File: src/rtl/touch_pkg.sv
// touch_pkg: register map, FSM state types and command defaults for the touch reader
package touch_pkg;
  localparam int RES_W = 12;
  localparam int SHIFT_HALVES = 48;
  localparam logic [7:0] REG_CTRL = 8'h00;
  localparam logic [7:0] REG_STATUS = 8'h04;
  localparam logic [7:0] REG_XDATA = 8'h08;
  localparam logic [7:0] REG_YDATA = 8'h0C;
  localparam logic [7:0] CMD_X_DEF = 8'hD0;
  localparam logic [7:0] CMD_Y_DEF = 8'h90;
  typedef enum logic [2:0] {F_IDLE, F_SETUP, F_SHIFT, F_HOLD, F_GAP} frame_state_t;
  typedef enum logic [1:0] {S_IDLE, S_X, S_Y, S_DONE} scan_state_t;
endpackage

File: src/rtl/touch_spi_frame.sv
// touch_spi_frame: one 24-clock serial frame (8-bit command out, 12-bit result in)
module touch_spi_frame
  import touch_pkg::*;
#(
  parameter int CLK_DIV = 25
) (
  input  logic             clk,
  input  logic             rst_n,
  input  logic             start,
  input  logic [7:0]       cmd,
  input  logic             dout,
  output logic             dclk,
  output logic             cs_n,
  output logic             din,
  output logic             done,
  output logic [RES_W-1:0] result
);
  localparam int CW = $clog2(CLK_DIV);
  frame_state_t state, state_nx;
  logic [CW-1:0] cnt;
  logic [5:0] half;
  logic tick;
  assign tick = cnt == '0;
  always_comb begin
    state_nx = state;
    case (state)
      F_IDLE:  state_nx = start ? F_SETUP : F_IDLE;
      F_SETUP: state_nx = tick ? F_SHIFT : F_SETUP;
      F_SHIFT: state_nx = (tick && half == 6'(SHIFT_HALVES - 1)) ? F_HOLD : F_SHIFT;
      F_HOLD:  state_nx = tick ? F_GAP : F_HOLD;
      F_GAP:   state_nx = tick ? (start ? F_SETUP : F_IDLE) : F_GAP;
      default: state_nx = F_IDLE;
    endcase
  end
  // half counts SHIFT half-periods: even = dclk low, odd = dclk high; rising edge n enters half 2n-1
  always_ff @(posedge clk or negedge rst_n)
    if (!rst_n) begin
      state  <= F_IDLE;
      cnt    <= '0;
      half   <= '0;
      result <= '0;
    end else begin
      state <= state_nx;
      cnt   <= (state == F_IDLE || tick) ? CW'(CLK_DIV - 1) : cnt - 1'b1;
      half  <= state != F_SHIFT ? '0 : tick ? half + 1'b1 : half;
      if (state == F_SHIFT && tick && !half[0] && half[5:1] >= 5'd9 && half[5:1] <= 5'd20)
        result <= {result[RES_W-2:0], dout};
    end
  assign cs_n = !(state inside {F_SETUP, F_SHIFT, F_HOLD});
  assign dclk = state == F_SHIFT && half[0];
  assign din  = state == F_SHIFT && half[5:4] == 2'b00 && cmd[~half[3:1]];
  assign done = state == F_GAP && tick;
endmodule

File: src/rtl/ahb_touch_reader.sv
// ahb_touch_reader: AHB-Lite slave that scans X/Y from a serial touch controller
module ahb_touch_reader
  import touch_pkg::*;
#(
  parameter int         CLK_DIV = 25,
  parameter logic [7:0] CMD_X   = CMD_X_DEF,
  parameter logic [7:0] CMD_Y   = CMD_Y_DEF
) (
  input  logic        HCLK,
  input  logic        HRESETn,
  input  logic        HSEL,
  input  logic        HREADY,
  input  logic [31:0] HADDR,
  input  logic [1:0]  HTRANS,
  input  logic        HWRITE,
  input  logic [2:0]  HSIZE,
  input  logic [31:0] HWDATA,
  output logic        HREADYOUT,
  output logic [31:0] HRDATA,
  input  logic        touch_dout,
  input  logic        touch_penirq_n,
  output logic        touch_dclk,
  output logic        touch_cs,
  output logic        touch_din,
  output logic        irq
);
  logic r_sel, r_write, r_trans, auto_en, irq_en, done;
  logic wr, start_wr, clr_wr, go, frame_start, frame_done, busy, pen_down;
  logic [7:0] r_addr;
  logic [1:0] pen_sync;
  logic [RES_W-1:0] result, x_tmp, xdata, ydata;
  scan_state_t scan, scan_nx;
  logic unused;
  assign unused = ^{HADDR[31:8], HSIZE, HTRANS[0], HWDATA[31:3]};
  assign wr          = r_sel & r_write & r_trans;
  assign start_wr    = wr && r_addr == REG_CTRL && HWDATA[0];
  assign clr_wr      = wr && r_addr == REG_STATUS && HWDATA[1];
  assign busy        = scan != S_IDLE;
  assign pen_down    = !pen_sync[1];
  assign go          = scan == S_IDLE && (start_wr || (auto_en && pen_down && !done));
  assign frame_start = go || (scan == S_X && frame_done);
  always_comb begin
    scan_nx = scan;
    case (scan)
      S_IDLE:  scan_nx = go ? S_X : S_IDLE;
      S_X:     scan_nx = frame_done ? S_Y : S_X;
      S_Y:     scan_nx = frame_done ? S_DONE : S_Y;
      default: scan_nx = S_IDLE;
    endcase
  end
  always_ff @(posedge HCLK or negedge HRESETn)
    if (!HRESETn) begin
      r_sel    <= 1'b0;
      r_write  <= 1'b0;
      r_trans  <= 1'b0;
      r_addr   <= '0;
      auto_en  <= 1'b0;
      irq_en   <= 1'b0;
      done     <= 1'b0;
      pen_sync <= 2'b11;
      scan     <= S_IDLE;
      x_tmp    <= '0;
      xdata    <= '0;
      ydata    <= '0;
    end else begin
      if (HREADY) begin
        r_sel   <= HSEL;
        r_write <= HWRITE;
        r_trans <= HTRANS[1];
        r_addr  <= HADDR[7:0];
      end
      pen_sync <= {pen_sync[0], touch_penirq_n};
      if (wr && r_addr == REG_CTRL) {irq_en, auto_en} <= HWDATA[2:1];
      done <= (scan == S_DONE) | (done & !clr_wr);
      scan <= scan_nx;
      if (scan == S_X && frame_done) x_tmp <= result;
      if (scan == S_DONE) {xdata, ydata} <= {x_tmp, result};
    end
  assign HREADYOUT = 1'b1;
  assign irq = done & irq_en;
  assign HRDATA = r_addr == REG_CTRL   ? {29'b0, irq_en, auto_en, 1'b0} :
                  r_addr == REG_STATUS ? {29'b0, pen_down, done, busy} :
                  r_addr == REG_XDATA  ? {20'b0, xdata} :
                  r_addr == REG_YDATA  ? {20'b0, ydata} : '0;
  touch_spi_frame #(.CLK_DIV(CLK_DIV)) u_frame (
    .clk   (HCLK),
    .rst_n (HRESETn),
    .start (frame_start),
    .cmd   (scan == S_Y ? CMD_Y : CMD_X),
    .dout  (touch_dout),
    .dclk  (touch_dclk),
    .cs_n  (touch_cs),
    .din   (touch_din),
    .done  (frame_done),
    .result(result)
  );
endmodule
File: config.mk
export PLATFORM = sky130hd
export DESIGN_NAME = ahb_touch_reader
export DESIGN_NICKNAME = d
export VERILOG_FILES = /design/src/rtl/touch_pkg.sv /design/src/rtl/touch_spi_frame.sv /design/src/rtl/ahb_touch_reader.sv
export SDC_FILE = /design/constraint.sdc
export NUM_CORES = 1
export LEC_CHECK = 0
export CORE_MARGIN = 5
export CORE_UTILIZATION = 68
export DETAILED_ROUTE_END_ITERATION = 10
export DONT_BUFFER_PORTS = 1
export GPL_ROUTABILITY_DRIVEN = 0
export PLACE_DENSITY_LB_ADDON = 0.15
export REMOVE_ABC_BUFFERS = 1
export SYNTH_ARGS = -nofsm -noshare
export SYNTH_HDL_FRONTEND = slang
export SYNTH_SLANG_ARGS = --single-unit
File: constraint.sdc
create_clock -name HCLK -period 3.9 [get_ports HCLK]
set_clock_uncertainty 0.15 [all_clocks]
set_input_delay 0.39 -clock HCLK [delete_from_list [all_inputs] [get_ports HCLK]]
set_output_delay 0.39 -clock HCLK [all_outputs]
set_load 0.05 [all_outputs]
# After elaboration in Yosys (flattened, before gate mapping)
# Index checks and enable logic that the tools add are counted.
[classes]
add_sub_neg = 2
n_shift = 0
n_reduce_logical = 33
div = 0
multipliers = 0
mux = 20
n_bitwise = 6
eq_ne = 12
magnitude_cmp = 3
[op_table]
columns = ["operator", "count"]
rows = [
  ["$mux W12", 4],
  ["$logic_and A1 B1 Y1", 17],
  ["$eq A8 B4 Y1 const B", 2],
  ["$pmux W3 S5", 1],
  ["$mux W6", 2],
  ["$eq A8 B3 Y1 const B", 1],
  ["$logic_not A8 Y1", 1],
  ["$mux W7", 1],
  ["$add A6 B1 Y6 const B", 1],
  ["$eq A3 B2 Y1 const B", 2],
  ["$eq A6 B6 Y1 const B", 1],
  ["$mux W3", 2],
  ["$pmux W2 S3", 1],
  ["$ge A5 B4 Y1 const B", 1],
  ["$le A5 B5 Y1 const B", 1],
  ["$logic_not A1 Y1", 5],
  ["$logic_not A5 Y1", 1],
  ["$mux W1", 5],
  ["$mux W5", 1],
  ["$sub A5 B1 Y5 const B", 1],
  ["$and A1 B1 Y1", 4],
  ["$eq A2 B2 Y1 const B", 2],
  ["$logic_not A2 Y1", 2],
  ["$lt A3 B4 Y1 const B", 1],
  ["other kinds (12)", 16],
]
[totals]
regBits = 80
latchBits = 0
memories = 0
inputBits = 76
mem_bits_rw = 0
out_inout_bits = 37
rom_bits = 0
elab_cells = 92

# Longest topological paths before layout
# Gate-level depths: netlist of run 1.
[logic_depth]
ltp_word = 10
ltp_mapped = 8

# Hierarchy
# A second synthesis of run 1 with hierarchy kept.
[hier_totals]
hier_cells = 297
area_unflattened_um2 = 3771.1
[by_module_without_submodules]
columns = ["mod", "seq_area_each_um2", "cells_per_inst", "n_inst", "area_each_um2"]
rows = [
  ["ahb_touch_reader", 1353.8, 189, 1, 2508.7],
  ["touch_spi_frame", 650.6, 108, 1, 1262.5],
]

# Worst setup path after synthesis of run 1
# No wires, ideal clock.
[synth_timing]
kind = "flip-flop to output port"
start = "reg u_frame.state[2]"
end = "out touch_din"
arrival_time_ps = 3560
path_stages_with_launch = 5
path_buffers = 2
setup_slack_ps = -200
required_ps = 3360
cell_sequence = "dfrtp_1 > buf_2 > or3b_2 > buf_2 > a2111oi_0"
[synth_via]
elab_chain_cells = 3
[synth_lines]
columns = ["item", "line_no", "text"]
rows = [
  ["from (decl)", "touch_spi_frame.sv:19", "frame_state_t state, state_nx;"],
  ["from (signal assigned)", "touch_spi_frame.sv:43", "state <= state_nx;"],
  ["$eq A3 B2 Y1", "touch_spi_frame.sv:51", "assign din = state == F_SHIFT && half[5:4] == 2'b00 && cmd[~half[3:1]];"],
  ["$logic_and A1 B1 Y1 (2 in a row)", "touch_spi_frame.sv:51", ""],
  ["to (decl)", "ahb_touch_reader.sv:24", "output logic touch_din,"],
]
# Every way passes these cells.

# Worst setup path after layout of run 1
[layout_timing]
start = "reg r_addr[5]"
end = "out HRDATA[3]"
[layout_via]
elab_chain_cells = 5
word_cells_on_any_way = 8
cone_classes = "3 x eq/ne; 4 x mux; 1 x reduce/logical"
[layout_lines]
columns = ["item", "line_no", "text"]
rows = [
  ["from (decl)", "ahb_touch_reader.sv:29", "logic [7:0] r_addr;"],
  ["from (signal assigned)", "ahb_touch_reader.sv:70", "r_addr <= HADDR[7:0];"],
  ["$eq A8 B4 Y1", "ahb_touch_reader.sv:84", "r_addr == REG_YDATA ? {20'b0, ydata} : '0;"],
  ["$mux W12", "ahb_touch_reader.sv:84", ""],
  ["$mux W12", "ahb_touch_reader.sv:83", "r_addr == REG_XDATA ? {20'b0, xdata} :"],
  ["$mux W12", "ahb_touch_reader.sv:82", "r_addr == REG_STATUS ? {29'b0, pen_down, done, busy} :"],
  ["$mux W12 (*)", "ahb_touch_reader.sv:81", "assign HRDATA = r_addr == REG_CTRL ? {29'b0, irq_en, auto_en, 1'b0} :"],
  ["to (decl)", "ahb_touch_reader.sv:19", "output logic [31:0] HRDATA,"],
]
# Mark *: on every way between the ends. The rest lies on a longest branch, timed or not.

==> flow_summary.yaml, run 1 <==
finish:
  fin_cells: 369
  drive_above_1_share: 0.318
  stdcell_area_um2: 3930
  layout.nets: 373
  diodes: 0
  nFillCells: 339
  final_common_cell: "dfrtp_1"
  utilization: 0.755
  syn_to_final_growth_pct: 6.08
  mostFrequentLayoutCells: "dfrtp_1, mux2_2, conb_1"
min_path:
  min_to: "r_addr[2]$_DFFE_PN0P_"
  hold_depth: 2
  holdCritStartpoint: "HREADY"
  hp-class: "primary input to register"
global_routing:
  grtUsageTotal: 0.187
  gr-total-overflow: 0
  grt_max_degree: 81
  grt_pass1_wl_mm: 10.5
  first_global_vias: 2134
  antenna_found_initial: 0
routing:
  met3WireLength_um: 442
  wl_per_cell_um: 16.5
  m1WireLength_mm: 2.73
  drtIter0Drc: 83
  wirelength_mm: 6.09
  via_per_inst: 5.65
  via_count: 2084
  firstDrtPassIters: 4
  route.met2.wl_mm: 2.86
  highest_layer: "met4"
  drc: 0
  ant_nets: 0
power_and_ir_drop:
  power.density_nw_per_um2: 394
  ir_worst_vdd_v: 0.000340
  p_leak_nw: 1.96
yosys:
  synthAdderAreaFrac: 0.0101
  synth-async-reset-ratio: 1.00
  synth-compound-area-share: 0.0621
  synth_cells: 290
  synthSimpleGateAreaFrac: 0.102
  synth.distinct_cells: 51
  synthXorXnorAreaFrac: 0.0165
  yosysSeqAreaShare: 0.541
  synth_top_cell_area_share: 0.527
  yosys_register_bits: 80
  synth-main-ff-cell: "dfrtp_1"
  synth_top_family_by_area: "multiplexers"
  avgSynthCellArea_um2: 12.8
  synth.area.top_cells: "dfrtp_1, mux2_2, buf_4, mux2_4, a22o_1"
  synth_edf_count: 0
  ys_warn_count: 0
  yosysTopAreaCell: "dfrtp_1"
  synth_mux_area_frac: 0.198
  netlist_area_um2: 3710
critical_path:
  arrival_ns: 2.80
  r2r_cells: 6
  ff2ff_setup_slack_ns: 1.40
  r2r-start: "u_frame.cnt[0]$_DFF_PN0_"
  crit_required_ns: 3.36
  cp-start-kind: "register"
  worst-path-max-fanout: 9
  worst_r2r_endpoint: "u_frame.result[3]$_DFFE_PN0P_"
  path_class: "register to primary output"
  critPathCaptureType: "primary output"
status:
  status: "completed"
timing:
  finalSetupViolCount: 0
  tightest_slew_ns: 1.10
  timing.fmax_mhz: 299
  drv_slew: 0
  grt_setup_unrepaired: "no"
  post-route-min-period_ns: 3.34
  maxSlewHeadroom: 0.264
  finalHoldViolCount: 0
  fin_crit_sh: 0.857
clock_tree:
  postCtsResizedCells: 0
  hold_buffers: 4
  cts_setup_buffers: 0
  tritoncts: "built"
  insertion_delay_ns: 0.34
  cts_root_buf: "clkbuf_8"
  htree_levels: 3
  cts.sinks: 80
  cts.path.max_buffers: 2
  cts_inserted_buffers: 9
  cts.reportedPaths.clkPinSlew_ns: 0.07
place:
  dp_cells: 349
  dp_hpwl_mm: 4.10
  placed_area_um2: 3680
  port_buffers: 0
floorplanning:
  coreArea_um2: 5200
  dieArea_um2: 7030
  io_pins: 113
  die_w_um: 83.8
  initial_core_util: 0.712
  die_h_um: 83.8
  num_rows: 26
run:
  maxCapViolCount: 0
-- critical path, stage by stage, from the launching register on --
cell and delay [ns]:
dfrtp_1 0.38, or4_1 0.54, or2_2 0.38, nor3_2 0.59, a22o_1 0.57
-- synth_stat cells (3+ instances only) --
cell type,n
xor2_1,3
nor4_1,4
nand3_1,3
buf_2,4
buf_4,21
xnor2_1,4
mux2_2,49
or2_2,4
nand2_1,13
a21oi_1,5
a22o_1,9
nor3_1,3
clkbuf_1,6
inv_1,8
o21ai_0,6
dfrtp_1,78
nor2b_1,3
mux2_4,10
nor2_1,15
ha_1,3
-- state kept, by name, summed over array words and instances, names as in the netlist, 2 cells and up --
| name | cells |
|---|---|
| pen_sync | 2 |
| r_addr | 8 |
| scan | 2 |
| u_frame.cnt | 5 |
| u_frame.half | 6 |
| u_frame.result | 12 |
| u_frame.state | 3 |
| x_tmp | 12 |
| xdata | 12 |
| ydata | 12 |
-- logic make-up (layout without fill, tap and decap cells) --
family | Yosys count | in the layout
xor gates and xnor gates | 7 | 7
adders and majority gates | 3 | 3
buffers and inverters | 41 | 31
and+or+nand+nor | 64 | 64
muxes | 61 | 61
other | 2 | 21
DFF | 80 | 80
AOI/OAI and AO/OA | 32 | 32
-- area by class of cell --
cell class | instances | area, um^2 | area share
Clock buffer | 11 | 141 | 0.0360
Clock inverter | 5 | 56.3 | 0.0143
Inverter | 8 | 30.0 | 0.00764
Multi-Input combinational cell | 188 | 1530 | 0.390
Sequential cell | 80 | 2000 | 0.510
Tap cell | 70 | 87.6 | 0.0223
Timing Repair Buffer | 7 | 80.1 | 0.0204
-- worst max path at each step --
stage	from	to	slack (ns)	cells past startpoint
detailed placement	r_addr[5]$_DFFE_PN0P_	HRDATA[3]	0.90	4
global placement	r_addr[5]$_DFFE_PN0P_	HRDATA[3]	0.89	4
finish	r_addr[5]$_DFFE_PN0P_	HRDATA[3]	0.56	4
floorplan	u_frame.state[2]$_DFF_PN0_	touch_din	-0.12	2
CTS	r_addr[5]$_DFFE_PN0P_	HRDATA[3]	0.52	4
global route	r_addr[5]$_DFFE_PN0P_	HRDATA[3]	0.41	4
-- per-layer routing --
metal	GRT usage	vias to the layer above
li1	-	993
met1	0.255	1024
met2	0.286	61
met3	0.0701	6
met4	0.0439	0
met5	0	-
-- power breakdown --
part / internal [mW] / switching [mW]
Clock: 0.312 / 0.284
Sequential: 0.844 / 0.0126
Combinational: 0.0224 / 0.0728
-- metrics by stage --
stage                     setup TNS, ns  hold slack (ns)  setup WS [ns]  power [mW]
after floorplan                  -0.123          -0.0556         -0.123       0.939
after detailed placement              0          -0.0544          0.899       0.947
final                                 0           0.0225          0.556        1.55
after global routing                  0           0.0336          0.410        1.61
after CTS                             0           0.0159          0.518        1.56
after global placement                0          -0.0540          0.893       0.945
Note: power is estimated with default switching activity, not from simulation.
==> run 2: changes to the inputs <==
==> constraint.sdc (replaced) <==
create_clock -name HCLK -period 3.9 [get_ports HCLK]
set_clock_uncertainty 0.15 [all_clocks]
set_input_delay 0.39 -clock HCLK [delete_from_list [all_inputs] [get_ports HCLK]]
set_output_delay 0.39 -clock HCLK [all_outputs]
set_load 0.1 [all_outputs]
==> run 2 against run 1 <==
  * Register-to-register slack worse by 0.06 ns
  * Sequential power about the same
  * Largest power group unchanged
  * Clock power increased by 11%
  * Utilization rose by 3.1 points
  * Non-clock buffer count grew 13
==> flow_summary.yaml, run 2 (synthesis gave the netlist of run 1 again) <==
floorplanning:
  num_rows: 26
  coreArea_um2: 5200
  dieArea_um2: 7030
  io_pins: 113
  die_h_um: 83.8
  initial_core_util: 0.712
  die_w_um: 83.8
clock_tree:
  cts.sinks: 80
  cts_root_buf: "clkbuf_8"
  cts_setup_buffers: 0
  cts.path.max_buffers: 2
  htree_levels: 3
  cts.reportedPaths.clkPinSlew_ns: 0.08
  cts_inserted_buffers: 9
  insertion_delay_ns: 0.35
  postCtsResizedCells: 0
  tritoncts: "built"
routing:
  drtIter0Drc: 136
  drc: 0
  wirelength_mm: 6.51
  via_per_inst: 5.78
  ant_nets: 0
  firstDrtPassIters: 4
  wl_per_cell_um: 17.0
  via_count: 2207
finish:
  syn_to_final_growth_pct: 10.4
  diodes: 0
  mostFrequentLayoutCells: "dfrtp_1, mux2_2, conb_1"
  drive_above_1_share: 0.356
  layout.nets: 386
  final_common_cell: "dfrtp_1"
  nFillCells: 318
  utilization: 0.786
critical_path:
  cp_top_family: "simple AND/OR/NAND/NOR gates"
  crit_chain: "or4_1 -> or2_2 -> nor3_2 -> a22o_1 -> buf_4"
  worst-path-max-fanout: 9
  worst_path_max_delay_cell: "nor3_2"
  r2r_cells: 6
  max_stage_delay_ns: 0.56
  path_class: "register to primary output"
  cp-start-kind: "register"
  critPathCaptureType: "primary output"
  critPathBufInv: 1
  ff2ff_setup_slack_ns: 1.34
  worst_r2r_endpoint: "u_frame.result[10]$_DFFE_PN0P_"
  crit_required_ns: 3.36
  r2r-start: "u_frame.cnt[0]$_DFF_PN0_"
  arrival_ns: 2.77
min_path:
  hp-class: "primary input to register"
  holdCritStartpoint: "HADDR[7]"
  hold_depth: 1
  min_to: "r_addr[7]$_DFFE_PN0P_"
timing:
  maxSlewHeadroom: 0.285
  whs_ns: 0.0344
  drv_slew: 0
  tightest_slew_ns: 1.07
  post-route-min-period_ns: 3.31
  timing.fmax_mhz: 302
  fin_crit_sh: 0.849
  grt_setup_unrepaired: "no"
  finalSetupViolCount: 0
  finalHoldViolCount: 0
power_and_ir_drop:
  ir_worst_vdd_v: 0.000311
  p_leak_nw: 2.05
  power.density_nw_per_um2: 407
place:
  dp_hpwl_mm: 4.26
  port_buffers: 0
global_routing:
  gr-total-overflow: 0
  grtUsageTotal: 0.208
  first_global_vias: 2370
  antenna_found_initial: 0
  grt_max_degree: 81
  grt_pass1_wl_mm: 11.5
run:
  maxCapViolCount: 0
status:
  status: "completed"
[run 2: cell count changes in the layout (fill, tap and decap cells not counted), sizes merged]
cell,change
bufinv,+1
dlygate4sd3,+1
clkbuf,-1
buf,+12
[run 2: worst register-to-register path, delay by kind of cell, from the launching register on]
family | cells | cell delay [ns]
and+or+nand+nor | 2 | 0.96
DFF | 1 | 0.40
muxes | 1 | 0.38
AOI/OAI and AO/OA | 1 | 0.30
adders and majority gates | 1 | 0.18
buffers and inverters | 1 | 0.09
[run 2: metal layers]
metal	vias to the layer above	track usage	share of wire
li1	1017	-	-
met1	1104	0.263	0.42
met2	74	0.334	0.51
met3	12	0.0612	0.060
met4	0	0.0892	0.018
met5	-	0	0
[run 2: area by class of cell]
| class | count | area (um^2) | area share |
|---|---|---|---|
| Clock inverter | 6 | 82.6 | 0.0202 |
| Inverter | 8 | 30.0 | 0.00734 |
| Multi-Input combinational cell | 188 | 1550 | 0.378 |
| Timing Repair Buffer | 20 | 200 | 0.0489 |
| Sequential cell | 80 | 2000 | 0.490 |
| Tap cell | 70 | 87.6 | 0.0214 |
| Clock buffer | 10 | 138 | 0.0336 |
[run 2: worst max-delay path by stage]
stage / to / start / slack, ns / cells after the start
final: HRDATA[3] / r_addr[5]$_DFFE_PN0P_ / 0.59 / 5
after global routing: HRDATA[3] / r_addr[5]$_DFFE_PN0P_ / 0.43 / 5
after CTS: HRDATA[3] / r_addr[5]$_DFFE_PN0P_ / 0.56 / 5
after detailed placement: HRDATA[3] / r_addr[5]$_DFFE_PN0P_ / 0.95 / 5
after global placement: HRDATA[3] / r_addr[5]$_DFFE_PN0P_ / 0.90 / 5
after floorplan: touch_din / u_frame.state[2]$_DFF_PN0_ / -2.38 / 2
[run 2: report_power, final]
| part | total (mW) | switching [mW] | internal (mW) | leakage [nW] |
|---|---|---|---|---|
| Clock | 0.664 | 0.290 | 0.374 | 0.112 |
| Combinational | 0.145 | 0.121 | 0.0240 | 0.872 |
| Sequential | 0.857 | 0.0132 | 0.844 | 1.06 |
| Total | 1.67 | 0.424 | 1.24 | 2.05 |
[run 2: through the flow]
| step | std cells | cell area (um^2) | setup WS [ns] | total power [mW] | setup TNS, ns |
|---|---|---|---|---|---|
| after detailed placement | 361 | 3800 | 0.947 | 0.995 | 0 |
| final | 382 | 4090 | 0.588 | 1.67 | 0 |
| after floorplan | 276 | 3550 | -2.38 | 0.985 | -2.47 |
| after global placement | 361 | 3800 | 0.896 | 0.993 | 0 |
| after CTS | 382 | 4090 | 0.558 | 1.68 | 0 |
| after global routing | 382 | 4090 | 0.431 | 1.73 | 0 |
[run 2: what timing repair did]
action / in CTS / in global routing
hold buffers: 5 / 0
hold endpoints to repair: 83 / 0
endpoints found under the setup margin: 0 / 0
